===== config.mk =====
export PLATFORM = sky130hd
export DESIGN_NAME = hazard_ctrl_flat
export DESIGN_NICKNAME = d
export VERILOG_FILES = /design/src/rtl/hazard_ctrl_pkg.sv /design/src/rtl/hazard_ctrl_if.sv /design/src/rtl/hazard_ctrl_sat_counter.sv /design/src/rtl/hazard_ctrl.sv /design/src/flat_wrapper.sv
export SDC_FILE = /design/constraint.sdc
export NUM_CORES = 1
export LEC_CHECK = 0
export CAP_MARGIN = 20
export CELL_PAD_IN_SITES_DETAIL_PLACEMENT = 1
export CELL_PAD_IN_SITES_GLOBAL_PLACEMENT = 1
export CORE_MARGIN = 3
export CORE_UTILIZATION = 35
export CTS_CLUSTER_DIAMETER = 100
export DETAILED_ROUTE_END_ITERATION = 12
export DONT_BUFFER_PORTS = 1
export PLACE_DENSITY = 0.68
export SETUP_SLACK_MARGIN = 0.5
export SYNTH_ARGS = -nofsm -noshare
export SYNTH_HDL_FRONTEND = slang
export SYNTH_SLANG_ARGS = --single-unit

===== constraint.sdc =====
create_clock -name clk -period 2.6 [get_ports clk]
set_clock_uncertainty 0.05 [all_clocks]
set_input_delay 0.52 -clock clk [delete_from_list [all_inputs] [get_ports clk]]
set_output_delay 0.52 -clock clk [all_outputs]
set_load 0.01 [all_outputs]

===== src/rtl/hazard_ctrl_pkg.sv =====
// Shared definitions for the pipeline hazard controller: state encoding,
// register-address width and the load-use detection helper.
package hazard_ctrl_pkg;

    localparam int unsigned REG_ADDR_W = 3;

    typedef logic [REG_ADDR_W-1:0] reg_addr_t;

    localparam reg_addr_t REG_ZERO = 3'd0;

    typedef enum logic {
        RUN    = 1'b0,
        FREEZE = 1'b1
    } state_e;

    // r0 is hardwired zero, so a load targeting it never creates a dependency
    function automatic logic is_load_use(
        input logic      ex_mem_read,
        input reg_addr_t ex_rt,
        input reg_addr_t id_rs,
        input reg_addr_t id_rt,
        input logic      id_uses_rs,
        input logic      id_uses_rt
    );
        return ex_mem_read && (ex_rt != REG_ZERO) &&
               ((id_uses_rs && (ex_rt == id_rs)) || (id_uses_rt && (ex_rt == id_rt)));
    endfunction

endpackage


===== src/rtl/hazard_ctrl_if.sv =====
// Pipeline-side view of the hazard controller: hazard sources in,
// register enables / squash controls and performance counters out.
interface hazard_ctrl_if
    import hazard_ctrl_pkg::*;
#(
    parameter int unsigned CNT_W = 16
);
    reg_addr_t          id_rs;
    reg_addr_t          id_rt;
    logic               id_uses_rs;
    logic               id_uses_rt;
    logic               ex_mem_read;
    reg_addr_t          ex_rt;
    logic               ex_branch_taken;
    logic               mem_access;
    logic               mem_ready;

    logic               pc_en;
    logic               if_id_en;
    logic               id_ex_en;
    logic               ex_mem_en;
    logic               id_ex_bubble;
    logic               if_id_flush;
    logic               pc_redirect;
    logic [CNT_W-1:0]   stall_cnt;
    logic [CNT_W-1:0]   flush_cnt;

    modport master (
        output id_rs, id_rt, id_uses_rs, id_uses_rt, ex_mem_read, ex_rt,
               ex_branch_taken, mem_access, mem_ready,
        input  pc_en, if_id_en, id_ex_en, ex_mem_en, id_ex_bubble, if_id_flush,
               pc_redirect, stall_cnt, flush_cnt
    );

    modport slave (
        input  id_rs, id_rt, id_uses_rs, id_uses_rt, ex_mem_read, ex_rt,
               ex_branch_taken, mem_access, mem_ready,
        output pc_en, if_id_en, id_ex_en, ex_mem_en, id_ex_bubble, if_id_flush,
               pc_redirect, stall_cnt, flush_cnt
    );

endinterface


===== src/rtl/hazard_ctrl_sat_counter.sv =====
// Saturating event counter: increments on inc, holds at all-ones.
module sat_counter #(
    parameter int unsigned CNT_W = 16
) (
    input  logic             clk,
    input  logic             rst,
    input  logic             inc,
    output logic [CNT_W-1:0] count
);
    localparam logic [CNT_W-1:0] CNT_MAX = '1;

    logic [CNT_W-1:0] count_q;
    logic [CNT_W-1:0] count_d;

    always_comb begin
        count_d = count_q;
        if (inc && (count_q != CNT_MAX)) begin
            count_d = count_q + CNT_W'(1);
        end
    end

    always_ff @(posedge clk) begin
        if (rst) begin
            count_q <= '0;
        end else begin
            count_q <= count_d;
        end
    end

    assign count = count_q;

endmodule


===== src/rtl/hazard_ctrl.sv =====
// Load-use / taken-branch / data-memory-wait stall controller for the
// five-stage pipeline; control outputs are combinational from state and inputs.
module hazard_ctrl
    import hazard_ctrl_pkg::*;
#(
    parameter int unsigned CNT_W = 16
) (
    input  logic          clk,
    input  logic          rst,
    hazard_ctrl_if.slave  hif
);
    state_e state_q;
    state_e state_d;
    logic   flush_pend_q;
    logic   flush_pend_d;
    logic   stall_inc;
    logic   flush_inc;
    logic   mem_wait;
    logic   load_use;

    assign mem_wait = hif.mem_access && !hif.mem_ready;
    assign load_use = is_load_use(hif.ex_mem_read, hif.ex_rt, hif.id_rs, hif.id_rt,
                                  hif.id_uses_rs, hif.id_uses_rt);

    always_ff @(posedge clk) begin
        if (rst) begin
            state_q      <= RUN;
            flush_pend_q <= 1'b0;
        end else begin
            state_q      <= state_d;
            flush_pend_q <= flush_pend_d;
        end
    end

    always_comb begin
        state_d          = state_q;
        flush_pend_d     = flush_pend_q;
        hif.pc_en        = 1'b1;
        hif.if_id_en     = 1'b1;
        hif.id_ex_en     = 1'b1;
        hif.ex_mem_en    = 1'b1;
        hif.id_ex_bubble = 1'b0;
        hif.if_id_flush  = 1'b0;
        hif.pc_redirect  = 1'b0;
        stall_inc        = 1'b0;
        flush_inc        = 1'b0;

        if (rst) begin
            // Squash whatever is in flight while the core comes out of reset
            hif.id_ex_bubble = 1'b1;
            hif.if_id_flush  = 1'b1;
        end else begin
            unique case (state_q)
                RUN: begin
                    if (mem_wait) begin
                        hif.pc_en     = 1'b0;
                        hif.if_id_en  = 1'b0;
                        hif.id_ex_en  = 1'b0;
                        hif.ex_mem_en = 1'b0;
                        flush_pend_d  = hif.ex_branch_taken;
                        stall_inc     = 1'b1;
                        state_d       = FREEZE;
                    end else if (hif.ex_branch_taken) begin
                        hif.if_id_flush  = 1'b1;
                        hif.id_ex_bubble = 1'b1;
                        hif.pc_redirect  = 1'b1;
                        flush_inc        = 1'b1;
                    end else if (load_use) begin
                        hif.pc_en        = 1'b0;
                        hif.if_id_en     = 1'b0;
                        hif.id_ex_bubble = 1'b1;
                        stall_inc        = 1'b1;
                    end
                end
                FREEZE: begin
                    if (mem_wait) begin
                        hif.pc_en     = 1'b0;
                        hif.if_id_en  = 1'b0;
                        hif.id_ex_en  = 1'b0;
                        hif.ex_mem_en = 1'b0;
                        flush_pend_d  = flush_pend_q || hif.ex_branch_taken;
                        stall_inc     = 1'b1;
                    end else begin
                        // A branch seen during the freeze redirects exactly once, here
                        if (flush_pend_q || hif.ex_branch_taken) begin
                            hif.if_id_flush  = 1'b1;
                            hif.id_ex_bubble = 1'b1;
                            hif.pc_redirect  = 1'b1;
                            flush_inc        = 1'b1;
                        end
                        flush_pend_d = 1'b0;
                        state_d      = RUN;
                    end
                end
                default: state_d = RUN;
            endcase
        end
    end

    sat_counter #(.CNT_W(CNT_W)) u_stall_cnt (
        .clk   (clk),
        .rst   (rst),
        .inc   (stall_inc),
        .count (hif.stall_cnt)
    );

    sat_counter #(.CNT_W(CNT_W)) u_flush_cnt (
        .clk   (clk),
        .rst   (rst),
        .inc   (flush_inc),
        .count (hif.flush_cnt)
    );

endmodule


===== src/flat_wrapper.sv =====
// flat-port wrapper written by rule: the top's interface ports become plain ports
module hazard_ctrl_flat import hazard_ctrl_pkg::*;
#(
    parameter int unsigned CNT_W = 16
)
  (clk, rst, hif_id_rs, hif_id_rt, hif_id_uses_rs, hif_id_uses_rt, hif_ex_mem_read, hif_ex_rt, hif_ex_branch_taken, hif_mem_access, hif_mem_ready, hif_pc_en, hif_if_id_en, hif_id_ex_en, hif_ex_mem_en, hif_id_ex_bubble, hif_if_id_flush, hif_pc_redirect, hif_stall_cnt, hif_flush_cnt);
  hazard_ctrl_if #(.CNT_W(CNT_W)) hif_i ();
  input  logic clk;
  input  logic rst;
  input wire logic [$bits(hif_i.id_rs)-1:0] hif_id_rs;
  input wire logic [$bits(hif_i.id_rt)-1:0] hif_id_rt;
  input wire logic [$bits(hif_i.id_uses_rs)-1:0] hif_id_uses_rs;
  input wire logic [$bits(hif_i.id_uses_rt)-1:0] hif_id_uses_rt;
  input wire logic [$bits(hif_i.ex_mem_read)-1:0] hif_ex_mem_read;
  input wire logic [$bits(hif_i.ex_rt)-1:0] hif_ex_rt;
  input wire logic [$bits(hif_i.ex_branch_taken)-1:0] hif_ex_branch_taken;
  input wire logic [$bits(hif_i.mem_access)-1:0] hif_mem_access;
  input wire logic [$bits(hif_i.mem_ready)-1:0] hif_mem_ready;
  output wire logic [$bits(hif_i.pc_en)-1:0] hif_pc_en;
  output wire logic [$bits(hif_i.if_id_en)-1:0] hif_if_id_en;
  output wire logic [$bits(hif_i.id_ex_en)-1:0] hif_id_ex_en;
  output wire logic [$bits(hif_i.ex_mem_en)-1:0] hif_ex_mem_en;
  output wire logic [$bits(hif_i.id_ex_bubble)-1:0] hif_id_ex_bubble;
  output wire logic [$bits(hif_i.if_id_flush)-1:0] hif_if_id_flush;
  output wire logic [$bits(hif_i.pc_redirect)-1:0] hif_pc_redirect;
  output wire logic [$bits(hif_i.stall_cnt)-1:0] hif_stall_cnt;
  output wire logic [$bits(hif_i.flush_cnt)-1:0] hif_flush_cnt;
  assign hif_i.id_rs = hif_id_rs;
  assign hif_i.id_rt = hif_id_rt;
  assign hif_i.id_uses_rs = hif_id_uses_rs;
  assign hif_i.id_uses_rt = hif_id_uses_rt;
  assign hif_i.ex_mem_read = hif_ex_mem_read;
  assign hif_i.ex_rt = hif_ex_rt;
  assign hif_i.ex_branch_taken = hif_ex_branch_taken;
  assign hif_i.mem_access = hif_mem_access;
  assign hif_i.mem_ready = hif_mem_ready;
  assign hif_pc_en = hif_i.pc_en;
  assign hif_if_id_en = hif_i.if_id_en;
  assign hif_id_ex_en = hif_i.id_ex_en;
  assign hif_ex_mem_en = hif_i.ex_mem_en;
  assign hif_id_ex_bubble = hif_i.id_ex_bubble;
  assign hif_if_id_flush = hif_i.if_id_flush;
  assign hif_pc_redirect = hif_i.pc_redirect;
  assign hif_stall_cnt = hif_i.stall_cnt;
  assign hif_flush_cnt = hif_i.flush_cnt;
  hazard_ctrl #(.CNT_W(CNT_W)) u_core (.clk(clk), .rst(rst), .hif(hif_i));
endmodule

# Yosys cells after proc, flatten, opt, wreduce, memory -nomap -nowiden
# Index checks and enable logic that the tools add are counted.
[word_totals] reg_bits=34 inputBits=17 out_inout_bits=39 elab_cells=50
[op_classes] n_addsub=2 eq_ne=5 muxes=27 bitwise=1 reduce_logical=11
[op_table] operator="$add A16 B1 Y16 const B" n=2
[op_table] operator="$ne A16 B16 Y1 const B" n=2
[op_table] operator="$mux W1" n=22
[op_table] operator="$pmux W1 S2" n=5
[op_table] operator="$logic_and A1 B1 Y1" n=7
[op_table] operator="$eq A3 B3 Y1" n=2
[op_table] operator="$reduce_bool A3 Y1" n=1
[op_table] operator="$logic_or A1 B1 Y1" n=2
[op_table] operator="$ne A2 B1 Y1 const B" n=1
[op_table] operator="$logic_not A1 Y1" n=1
[op_table] operator="$not A1 Y1" n=1

# Longest topological paths before layout
# Gate-level depths: netlist (run 1).
[logic_depth] ltp_word=10 mapped_depth=9 mapped_depth_nobuf=7

# Cells and area by module
# A second synthesis (run 1) with hierarchy kept.
[hier_totals] hier_cells=227 hier_area_um2=1939.4
[modules_own_cells] mod="sat_counter" instances=2 cells_per_inst=99 area_each_um2=848.3 seq_area_each_um2=320.3
[modules_own_cells] mod="hazard_ctrl" instances=1 cells_per_inst=29 area_each_um2=242.7 seq_area_each_um2=40.0

# Worst setup path before layout (run 1)
# No wires, ideal clock.
[synth_timing] kind="input port to flip-flop" startpoint="in hif_mem_access" endpoint="reg u_core.u_stall_cnt.count_q[14] (netlist: u_core.u_stall_cnt.count[14])" setup_time_ns=0.071 arrival_ns=1.906 required_ns=2.479 setup_slack_ns=0.573 cell_stages=8 n_path_buf=1 cell_sequence="nor2b_1 -> buf_4 -> and2_4 -> inv_1 -> nor2_1 -> nor2_1 -> or4_1 -> a21oi_1"
[synth_between] elab_chain_cells=5 word_cells_on_any_way=6 classes_between="4 x mux; 2 x reduce/logical"
[synth_rtl] item="start: declaration" line_no="flat_wrapper.sv:17" rtl="input wire logic [$bits(hif_i.mem_access)-1:0] hif_mem_access;"
[synth_rtl] item="$logic_and A1 B1 Y1 *" line_no="hazard_ctrl.sv:21" rtl="assign mem_wait = hif.mem_access && !hif.mem_ready;"
[synth_rtl] item="$mux W1 (on tied branches)" line_no="hazard_ctrl.sv:76, hazard_ctrl.sv:55"
[synth_rtl] item="$pmux W1 S2 *" line_no="hazard_ctrl.sv:53" rtl="unique case (state_q)"
[synth_rtl] item="$mux W1 *" line_no="hazard_ctrl.sv:48" rtl="if (rst) begin"
[synth_rtl] item="$logic_and A1 B1 Y1 *" line_no="hazard_ctrl_sat_counter.sv:17" rtl="if (inc && (count_q != CNT_MAX)) begin"
[synth_rtl] item="end signal: assignment" line_no="hazard_ctrl_sat_counter.sv:26" rtl="count_q <= count_d;"
[synth_rtl] item="end: declaration" line_no="hazard_ctrl_sat_counter.sv:12" rtl="logic [CNT_W-1:0] count_q;"
# Mark *: on every way between the ends. The rest lies on a longest branch, timed or not.
# A chain may end at the register's enable or synchronous reset.

# Worst setup path in the final report (run 1)
[layout_timing] startpoint="reg u_core.u_stall_cnt.count_q[0] (netlist: u_core.u_stall_cnt.count[0])" endpoint="reg u_core.u_stall_cnt.count_q[5] (netlist: u_core.u_stall_cnt.count[5])"
[layout_between] elab_chain_cells=2 word_cells_on_any_way=3 classes_between="1 x add/sub; 1 x eq/ne; 1 x reduce/logical"
[layout_rtl] item="branches (longest 2 deep; another with $add A16 B1 Y16)"
# Several ways; the timed one is not identified.

==> results of run 1 <==
[synth_stat cells, types with 2 or more instances]
cell | n | area [um2]
inv_1 | 4 | 15.0
ha_1 | 2 | 25.0
o21ai_0 | 12 | 60.1
nor2_1 | 21 | 78.8
nor3_1 | 3 | 15.0
clkbuf_1 | 4 | 15.0
xnor2_1 | 8 | 70.1
xor2_1 | 11 | 96.3
and4_1 | 3 | 26.3
mux2i_1 | 2 | 20.0
buf_4 | 3 | 22.5
dfxtp_1 | 34 | 681
or4_1 | 5 | 37.5
nand4_1 | 8 | 50.1
and3_1 | 3 | 18.8
a21oi_1 | 15 | 75.1
nand3_1 | 19 | 95.1
nand2_1 | 14 | 52.6
o31ai_1 | 5 | 37.5
or3_1 | 8 | 50.1
[registers in the layout, summed over array words and instances (netlist names)]
name                      flops
u_core.flush_pend_q           1
u_core.u_flush_cnt.count     16
u_core.u_stall_cnt.count     16
u_core.state_q                1
[path summary, 6_finish.rpt]
check	from	cells after the start	to	slack (ps)
worst min register to register	u_core.flush_pend_q	2	u_core.flush_pend_q	480
worst max register to register	u_core.u_stall_cnt.count[0]	8	u_core.u_stall_cnt.count[5]	580
worst min-delay path	rst	1	u_core.u_flush_cnt.count[3]	240
worst max-delay path	u_core.u_stall_cnt.count[0]	8	u_core.u_stall_cnt.count[5]	580
[metrics by stage]
step	hold slack [ps]	power, W	instance area (um2)	instances
after floorplan	435	0.000595	1750	206
final	242	0.00108	2100	290
after global placement	450	0.000598	1860	274
after global routing	220	0.00113	2100	290
after CTS	241	0.00109	2030	285
after detailed placement	463	0.000602	1860	274
[power by group]
part / internal (W) / switching [W]
Clock: 0.000287 / 0.000193
Sequential: 0.000525 / 0.00000848
Combinational: 0.0000285 / 0.0000341
Total: 0.000841 / 0.000236
[cells by family after synthesis]
kind of cell | Yosys count | synth area share, %
buffers and inverters | 13 | 3.85
adders and majority gates | 2 | 1.43
and+or+nand+nor | 92 | 29.3
muxes | 2 | 1.14
DFF | 34 | 38.8
AOI/OAI and AO/OA | 44 | 16.0
xor gates and xnor gates | 19 | 9.49
[repair_timing]
item / in CTS / in global routing
setup buffers: 2 / 5
gates cloned: 1 / 0
pin swaps: 5 / 7
endpoints found under the setup margin: 15 / 21
hold endpoints to repair: 0 / 0
gates resized for setup: 8 / 17
[per-layer routing]
| layer | GRT usage (%) | vias up | part of all wire [%] |
|---|---|---|---|
| met1 | 21.9 | 819 | 45 |
| met2 | 31.0 | 44 | 47 |
| met3 | 7.51 | 5 | 7.7 |
| li1 | - | 789 | - |
| met4 | 4.89 | 0 | 0.98 |
| met5 | 0 | - | 0 |
[worst reg2reg max path, stage by stage (launching register included)]
cell and delay [ps]:
dfxtp_4 370, ha_2 210, nand3_2 110, nor4_4 70
a211oi_4 400, nor2_4 130, buf_4 160, or3_1 340
a21oi_1 140
[area by class of cell]
type	count	area share [%]
Clock inverter	1	1.43
Inverter	5	0.892
Clock buffer	7	3.63
Timing Repair Buffer	16	5.71
Sequential cell	34	33.2
Multi-Input combinational cell	160	51.2
Tap cell	67	3.98
==> qor.yml, run 1 <==
status: "completed"
setup_tns_ps: 0
ant_nets: 0
cp_top_family: "simple AND/OR/NAND/NOR gates"
die_area_um2: 5890
fill_cells: 564
initial_utilization_pct: 36.6
seq_area_frac_synth_pct: 38.8
cp_cell_sequence: "ha_2, nand3_2, nor4_4, a211oi_4, nor2_4, buf_4, or3_1, a21oi_1"
endpoint_kind: "flop"
ys_ff_latch: 34
syn2layout_area_growth_pct: 20.1
layout_commonest_cell: "dfxtp_1"
fin_crit_sh_pct: 77.7
grt_pass1_vias: 1725
seq_area_um2: 698
drt_first_pass_iters: 4
drt_wl_total_um: 5320
yosys_warnings: 0
avgSynthCellArea_um2: 8.51
min_path_type: "in2reg"
final.setup.worst_slack_ps: 581
grt_pass1_wl_um: 8790
drc: 0
cp-start-kind: "flop"
antennaDiodeCount: 0
numClockSinks: 34
worstMarginPinSlew_ps: 466
worstSkewPairLatency_ps: 290
slew-limit-headroom_pct: 68.8
timing.final.hold_violations: 0
ir_drop_v: 0.000267
synthesis.nets: 225
grt_usage_pct: 18.5
path_clk_slew_ps: 70
crit_required_ps: 2760
power_density_nw_per_um2: 512
drv_slew: 0
cts_tree: "built"
drive_gt1_share_pct: 22.9
rsz0062_at_grt: "yes"
via_count: 1657
grt_max_degree: 32
crit_fanout: 8
maxCapViolCount: 0
cts-root-buf: "clkbuf_8"
synth_edf_count: 0
syn_inst: 206
crit_slowest_cell: "a211oi_4"
dp_hpwl_um: 3700
final_cell_mix: "dfxtp_1 (22), nor2_1 (19), nand3_1 (17), buf_4 (16)"
cp.arrival_ps: 2180
ios: 56
dp_slack_ps: 251
dieWidth_um: 76.8
utilization_pct: 44.0
die_h_um: 76.8
ys_types: 42
portBuffers: 0
cts_hold_buf: 0
cts_max_level: 2
cts_buffers: 5
critPathMaxStageDelay_ps: 400
worst-setup-path-type: "reg2reg"
post-route-min-period_ps: 2020
layout.nets: 241
setup_viol: 0
synth_ff_type: "dfxtp_1"
avgViaCountPerCell: 5.71
wl_per_cell_um: 18.4
power_leakage_nw: 0.690
synth_area_um2: 1750
routabilityCongestion: 0.755
grt_overflow_total: 0
rows: 25
coreArea_um2: 4790
timing.fmax_ghz: 0.495
async_flop_share_pct: 0
cp.buffers_inverters: 1
antenna_found_initial: 0
multi_input_area_um2: 1080
cts_buffer_depth: 2
drt-initial-drc-count: 59
No activity file was read; power rests on OpenSTA's default activity.
==> inputs of run 2 (changes only) <==
- clock period: 2.6 -> 2.1 ns (I/O delays scaled with it)
==> run 2 against run 1 <==
- utilization rose by 12 points
- sequential share of layout area fell by 5.7 points
- die area did not move
- setup slack got worse by 530 ps
- cell area rose by 28%
- maximum frequency fell by 1.4%
- worst hold slack got worse by 120 ps
- count of clock-buffer cells in the layout did not move
- combinational power rose by 88%
- highest routed layer unchanged
==> qor.yml, run 2 (synthesized netlist as in run 1, its figures left out) <==
maxCapViolCount: 0  # unchanged
wl_per_cell_um: 19.9  # was 18.4 um
drive_gt1_share_pct: 52.5  # was 22.9%
rows: 25  # unchanged
post-route-min-period_ps: 2050  # was 2020 ps
rsz0062_at_grt: "yes"  # unchanged
fin_crit_sh_pct: 97.5  # was 77.7%
place_area_um2: 2050  # was 1860 um2
comb_power_share_pct: 9.1  # was 5.8%
pwr-share-seq_pct: 50.2  # was 49.6%
hold_path.startpoint: "rst"  # unchanged
cp_cell_sequence: "nand4_1, nor4_4, buf_4, a211oi_4, buf_6, buf_6, o211ai_4, o21ai_1, a21oi_1"  # was ha_2, nand3_2, nor4_4, a211oi_4, nor2_4, buf_4, or3_1, a21oi_1
grt_pass1_vias: 1954  # was 1,725
worst-setup-path-type: "reg2reg"  # unchanged
status: "completed"  # unchanged
grt_max_degree: 32  # unchanged
power_density_nw_per_um2: 479  # was 512 nW/um2
r2r_start: "u_core.u_stall_cnt.count[10]"  # was u_core.u_stall_cnt.count[0]
die_h_um: 76.8  # unchanged
dieWidth_um: 76.8  # unchanged
layout.nets: 273  # was 241
cts_tree: "built"  # unchanged
setup_viol: 0  # unchanged
final_cells: 322  # was 290
dp_hpwl_um: 4010  # was 3700 um
routabilityCongestion: 0.811  # was 0.755
path_clk_slew_ps: 80  # was 70 ps
drc: 0  # unchanged
grt_usage_pct: 21.8  # was 18.5%
min_path_type: "in2reg"  # unchanged
cp-start-kind: "flop"  # unchanged
slew-limit-headroom_pct: 71.5  # was 68.8%
power.switching_w: 0.000330  # was 0.000236 W
cts-root-buf: "clkbuf_8"  # unchanged
timing.fmax_ghz: 0.488  # was 0.495 GHz
grt_overflow_total: 0  # unchanged
syn2layout_area_growth_pct: 53.8  # was 20.1%
cts_buffers: 5  # unchanged
final_cell_mix: "buf_4 (34), nor2_1 (19), buf_6 (14), dfxtp_4 (13)"  # was dfxtp_1 (22), nor2_1 (19), nand3_1 (17), buf_4 (16)
ant_nets: 0  # unchanged
wl_met2_um: 3600  # was 2480 um
cp-startpoint: "u_core.u_stall_cnt.count[10]"  # was u_core.u_stall_cnt.count[0]
ir_drop_v: 0.000309  # was 0.000267 V
p_sw_share_pct: 25.5  # was 21.9%
ios: 56  # unchanged
die_area_um2: 5890  # unchanged
wl_met1_um: 2300  # was 2380 um
reg2regPathDepth: 9  # was 8
cp.arrival_ps: 2230  # was 2180 ps
power_leakage_nw: 0.932  # was 0.690 nW
cts_hold_buf: 0  # unchanged
cp.buffers_inverters: 3  # was 1
via_count: 1820  # was 1,657
initial_utilization_pct: 36.6  # unchanged
worstMarginPinSlew_ps: 428  # was 466 ps
cp_top_family: "compound AO/OA/AOI/OAI gates"  # was simple AND/OR/NAND/NOR gates
worstSkewPairLatency_ps: 300  # was 290 ps
drt_wl_total_um: 6400  # was 5320 um
wl_met3_um: 368  # was 412 um
coreArea_um2: 4790  # unchanged
drv_slew: 0  # unchanged
endpoint_kind: "flop"  # unchanged
crit_fanout: 5  # was 8
numClockSinks: 34  # unchanged
drt_first_pass_iters: 4  # unchanged
layout_commonest_cell: "buf_4"  # was dfxtp_1
avgViaCountPerCell: 5.65  # was 5.71
top_layer: "met4"  # unchanged
antenna_found_initial: 0  # unchanged
worstSetupPathDepth: 9  # was 8
r2r-end: "u_core.u_stall_cnt.count[9]"  # was u_core.u_stall_cnt.count[5]
cp-endpoint: "u_core.u_stall_cnt.count[9]"  # was u_core.u_stall_cnt.count[5]
stdcell_area_um2: 2700  # was 2100 um2
antennaDiodeCount: 0  # unchanged
p_clk_share_pct: 40.7  # was 44.6%
portBuffers: 0  # unchanged
critPathMaxStageDelay_ps: 400  # about the same
crit_path_frequent_cell: "buf_6"
timing.final.hold_violations: 0  # unchanged
fin_worst_hold_slack_ps: 123  # was 242 ps
drt-initial-drc-count: 46  # was 59
grt_pass1_wl_um: 10200  # was 8790 um
cts_buffer_depth: 2  # unchanged
internal_power_w: 0.000962  # was 0.000841 W
dp_cells: 289  # was 274
reg2reg_slack_ps: 50  # was 580 ps
cts_max_level: 2  # unchanged
crit_slowest_cell: "dfxtp_4"  # was a211oi_4
crit_required_ps: 2280  # was 2760 ps
[run 2: stage by stage]
| stage | setup slack [ps] | setup TNS [ps] | utilization (%) | total power (W) |
|---|---|---|---|---|
| global placement | 117 | 0 | 42.8 | 0.000753 |
| finish | 52.2 | 0 | 56.3 | 0.00129 |
| CTS | 140 | 0 | 51.4 | 0.00128 |
| floorplan | 200 | 0 | - | 0.000745 |
| detailed placement | 4.50 | 0 | 42.8 | 0.000758 |
| global route | -17.6 | -56.5 | 56.3 | 0.00134 |
[run 2: worst reg2reg max path, cell delays in order (launching register included)]
cell	delay, ps
dfxtp_4	400
nand4_1	190
nor4_4	330
buf_4	180
a211oi_4	40
buf_6	150
buf_6	120
o211ai_4	260
o21ai_1	130
a21oi_1	140
[run 2: cell type report]
class,instances,area [um2]
clock buffer,7,86.3
clock inverter,1,5.00
fill,530,2090
inverter,5,21.3
multi-input combinational,160,1350
sequential,34,741
tap,67,83.8
timing repair buffer,48,413
[run 2: worst min-delay path by stage]
| stage | end | slack [ps] | cells after the start |
|---|---|---|---|
| floorplan | u_core.u_stall_cnt.count[10] | 430 | 1 |
| global placement | u_core.u_stall_cnt.count[8] | 440 | 1 |
| detailed placement | u_core.u_stall_cnt.count[14] | 440 | 1 |
| CTS | u_core.u_stall_cnt.count[14] | 130 | 1 |
| global route | u_core.u_stall_cnt.count[14] | 110 | 1 |
| finish | u_core.u_stall_cnt.count[14] | 120 | 1 |
[run 2: metal layers]
layer,track usage (%),vias up
li1,-,852
met1,22.0,903
met2,41.6,52
met3,6.69,13
met4,7.61,0
met5,0,-
[run 2: power groups by stage]
stage | logic, W | clock network, W | registers (W)
3_3_place_gp | 0.0000789 | 0 | 0.000674
5_1_grt | 0.000127 | 0.000567 | 0.000649
3_5_place_dp | 0.0000834 | 0 | 0.000675
4_1_cts | 0.000101 | 0.000527 | 0.000651
2_1_floorplan | 0.0000712 | 0 | 0.000674
6_report | 0.000118 | 0.000526 | 0.000648
[run 2: repair_timing]
item,4_1_cts,5_1_grt
gates resized for setup,58,42
cloned,1,0
pin swaps,22,33
setup buffers,16,8
endpoints found under the setup margin,36,36
==> inputs of run 3 (changes only) <==
==> constraint.sdc (replaced) <==
create_clock -name clk -period 2.1 [get_ports clk]
set_clock_uncertainty 0.05 [all_clocks]
set_input_delay 0.21 -clock clk [delete_from_list [all_inputs] [get_ports clk]]
set_output_delay 0.21 -clock clk [all_outputs]
set_load 0.01 [all_outputs]
==> run 3 against run 2 <==
- the run now ends with hold timing left
- total power decreased by 5.6%
- sequential share of layout area increased by 1.9 points
- global-route usage decreased by 2.2 points
- setup slack improved by 110 ps
- worst hold slack got worse by 180 ps
- critical path depth decreased by 2
- register-to-register slack improved by 110 ps
- largest cell class unchanged
- largest power group unchanged
==> qor.yml, run 3 (synthesized netlist as in run 1, its figures left out) <==
grt_max_degree: 32  # unchanged
layout.nets: 265  # was 273
grt_pass1_vias: 1882  # was 1,954
initial_utilization_pct: 36.6  # unchanged
final_cell_mix: "buf_4 (32), nor2_1 (19), a21oi_1 (14), dfxtp_2 (13), nand3_1 (12)"  # was buf_4 (34), nor2_1 (19), buf_6 (14), dfxtp_4 (13)
rows: 25  # unchanged
drt-initial-drc-count: 53  # was 46
fin_worst_hold_slack_ps: -59.8  # was 123 ps
utilization_pct: 52.2  # was 56.3%
timing.fmax_ghz: 0.517  # was 0.488 GHz
cp_top_family: "simple AND/OR/NAND/NOR gates"  # was compound AO/OA/AOI/OAI gates
wl_per_cell_um: 18.8  # was 19.9 um
grt_usage_pct: 19.6  # was 21.8%
cp.buffers_inverters: 1  # was 3
drc: 0  # unchanged
routabilityCongestion: 0.824  # was 0.811
cp_cell_sequence: "nand4_1, nor4_4, nor2_4, nor2_4, buf_4, mux2i_1, nor2_1"  # was nand4_1, nor4_4, buf_4, a211oi_4, buf_6, buf_6, o211ai_4, o21ai_1, a21oi_1
reg2regPathDepth: 7  # was 9
final.setup.worst_slack_ps: 167  # was 52.2 ps
r2r_start: "u_core.u_stall_cnt.count[6]"  # was u_core.u_stall_cnt.count[10]
endpoint_kind: "flop"  # unchanged
min_to: "u_core.u_flush_cnt.count[7]"  # was u_core.u_stall_cnt.count[14]
drt_wl_total_um: 5900  # was 6400 um
final_cells: 314  # was 322
antennaDiodeCount: 0  # unchanged
setup_viol: 0  # unchanged
ir_drop_v: 0.000346  # was 0.000309 V
cts_tree: "built"  # unchanged
crit_fanout: 6  # was 5
syn2layout_area_growth_pct: 42.5  # was 53.8%
p_total_w: 0.00122  # was 0.00129 W
antenna_found_initial: 0  # unchanged
cts_hold_buf: 1  # was 0
fin_crit_sh_pct: 92.1  # was 97.5%
timing.final.hold_violations: 25  # was 0
cts_buffers: 5  # unchanged
layout_commonest_cell: "buf_4"  # unchanged
holdPathStages: 1  # unchanged
dp_slack_ps: 83.4  # was 4.50 ps
path_clk_slew_ps: 70  # was 80 ps
numClockSinks: 34  # unchanged
crit_path_frequent_cell: "nor2_4"  # was buf_6
power_leakage_nw: 0.856  # was 0.932 nW
maxCapViolCount: 0  # unchanged
post-route-min-period_ps: 1930  # was 2050 ps
via_count: 1751  # was 1,820
min_path_type: "in2reg"  # unchanged
drt_first_pass_iters: 4  # unchanged
cts_buffer_depth: 2  # unchanged
critPathMaxStageDelay_ps: 470  # was 400 ps
slew-limit-headroom_pct: 73.8  # was 71.5%
portBuffers: 0  # unchanged
dp_hpwl_um: 3790  # was 4010 um
worstMarginPinSlew_ps: 390  # was 428 ps
dieWidth_um: 76.8  # unchanged
grt_overflow_total: 0  # unchanged
crit_slowest_cell: "nor4_4"  # was dfxtp_4
crit_required_ps: 2220  # was 2280 ps
drv_slew: 0  # unchanged
cp-start-kind: "flop"  # unchanged
reg2reg_slack_ps: 170  # was 50 ps
worst-setup-path-type: "reg2reg"  # unchanged
violations: "hold timing"
cts_max_level: 2  # unchanged
rsz0062_at_grt: "yes"  # unchanged
hold_path.startpoint: "rst"  # unchanged
drive_gt1_share_pct: 43.3  # was 52.5%
die_h_um: 76.8  # unchanged
worstSkewPairLatency_ps: 280  # was 300 ps
grt_pass1_wl_um: 9450  # was 10,200 um
power_density_nw_per_um2: 488  # was 479 nW/um2
avgViaCountPerCell: 5.58  # was 5.65
die_area_um2: 5890  # unchanged
ant_nets: 0  # unchanged
ios: 56  # unchanged
coreArea_um2: 4790  # unchanged
dp_cells: 285  # was 289
status: "complete, but fails checks"  # was completed
cts-root-buf: "clkbuf_8"  # unchanged
r2r-end: "u_core.u_stall_cnt.count[1]"  # was u_core.u_stall_cnt.count[9]
cp.arrival_ps: 2060  # was 2230 ps
fill_cells: 551  # was 530
-- run 3: timing repair --
| item | 4_1_cts | 5_1_grt |
|---|---|---|
| hold endpoints to repair | 26 | 25 |
| setup endpoints to repair | 31 | 32 |
| pin swaps | 14 | 14 |
| resized for setup | 28 | 26 |
| buffers inserted | 12 | 8 |
-- run 3: per-stage QoR --
| step | cell area [um2] | setup TNS [ps] |
|---|---|---|
| floorplan | 1830 | 0 |
| global placement | 2020 | 0 |
| detailed placement | 2020 | 0 |
| CTS | 2340 | 0 |
| global route | 2500 | -20.6 |
| finish | 2500 | 0 |
-- run 3: layout make-up --
class / instances / area (um2) / share of cell area [%]
Sequential cell: 34 / 734 / 29.4
Multi-Input combinational cell: 159 / 1230 / 49.3
Timing Repair Buffer: 41 / 349 / 14.0
Inverter: 5 / 18.8 / 0.752
Clock buffer: 8 / 80.1 / 3.21
Tap cell: 67 / 83.8 / 3.36
-- run 3: how the worst max path moves through the flow --
stage / from / end / slack [ps] / depth (start not counted)
final: u_core.u_stall_cnt.count[6] / u_core.u_stall_cnt.count[1] / 170 / 7
after global routing: u_core.u_stall_cnt.count[6] / u_core.u_stall_cnt.count[7] / -20 / 6
after CTS: u_core.u_stall_cnt.count[0] / u_core.u_stall_cnt.count[14] / 210 / 8
after detailed placement: u_core.u_stall_cnt.count[9] / u_core.u_stall_cnt.count[1] / 80 / 7
after global placement: u_core.u_stall_cnt.count[11] / u_core.u_stall_cnt.count[1] / 160 / 7
after floorplan: u_core.u_stall_cnt.count[0] / u_core.u_stall_cnt.count[8] / 330 / 7
-- run 3: per-layer routing --
| layer | GRT usage (%) | vias to the layer above | wire length [um] |
|---|---|---|---|
| li1 | - | 834 | - |
| met1 | 20.1 | 867 | 2230 |
| met2 | 36.9 | 39 | 3220 |
| met3 | 7.04 | 11 | 352 |
| met4 | 5.80 | 0 | 95 |
| met5 | 0 | - | 0 |
-- run 3: power by group --
group,switching [W],total [W],internal (W)
combinational,0.0000529,0.000104,0.0000509
clock,0.000230,0.000465,0.000236
sequential,0.00000931,0.000650,0.000641
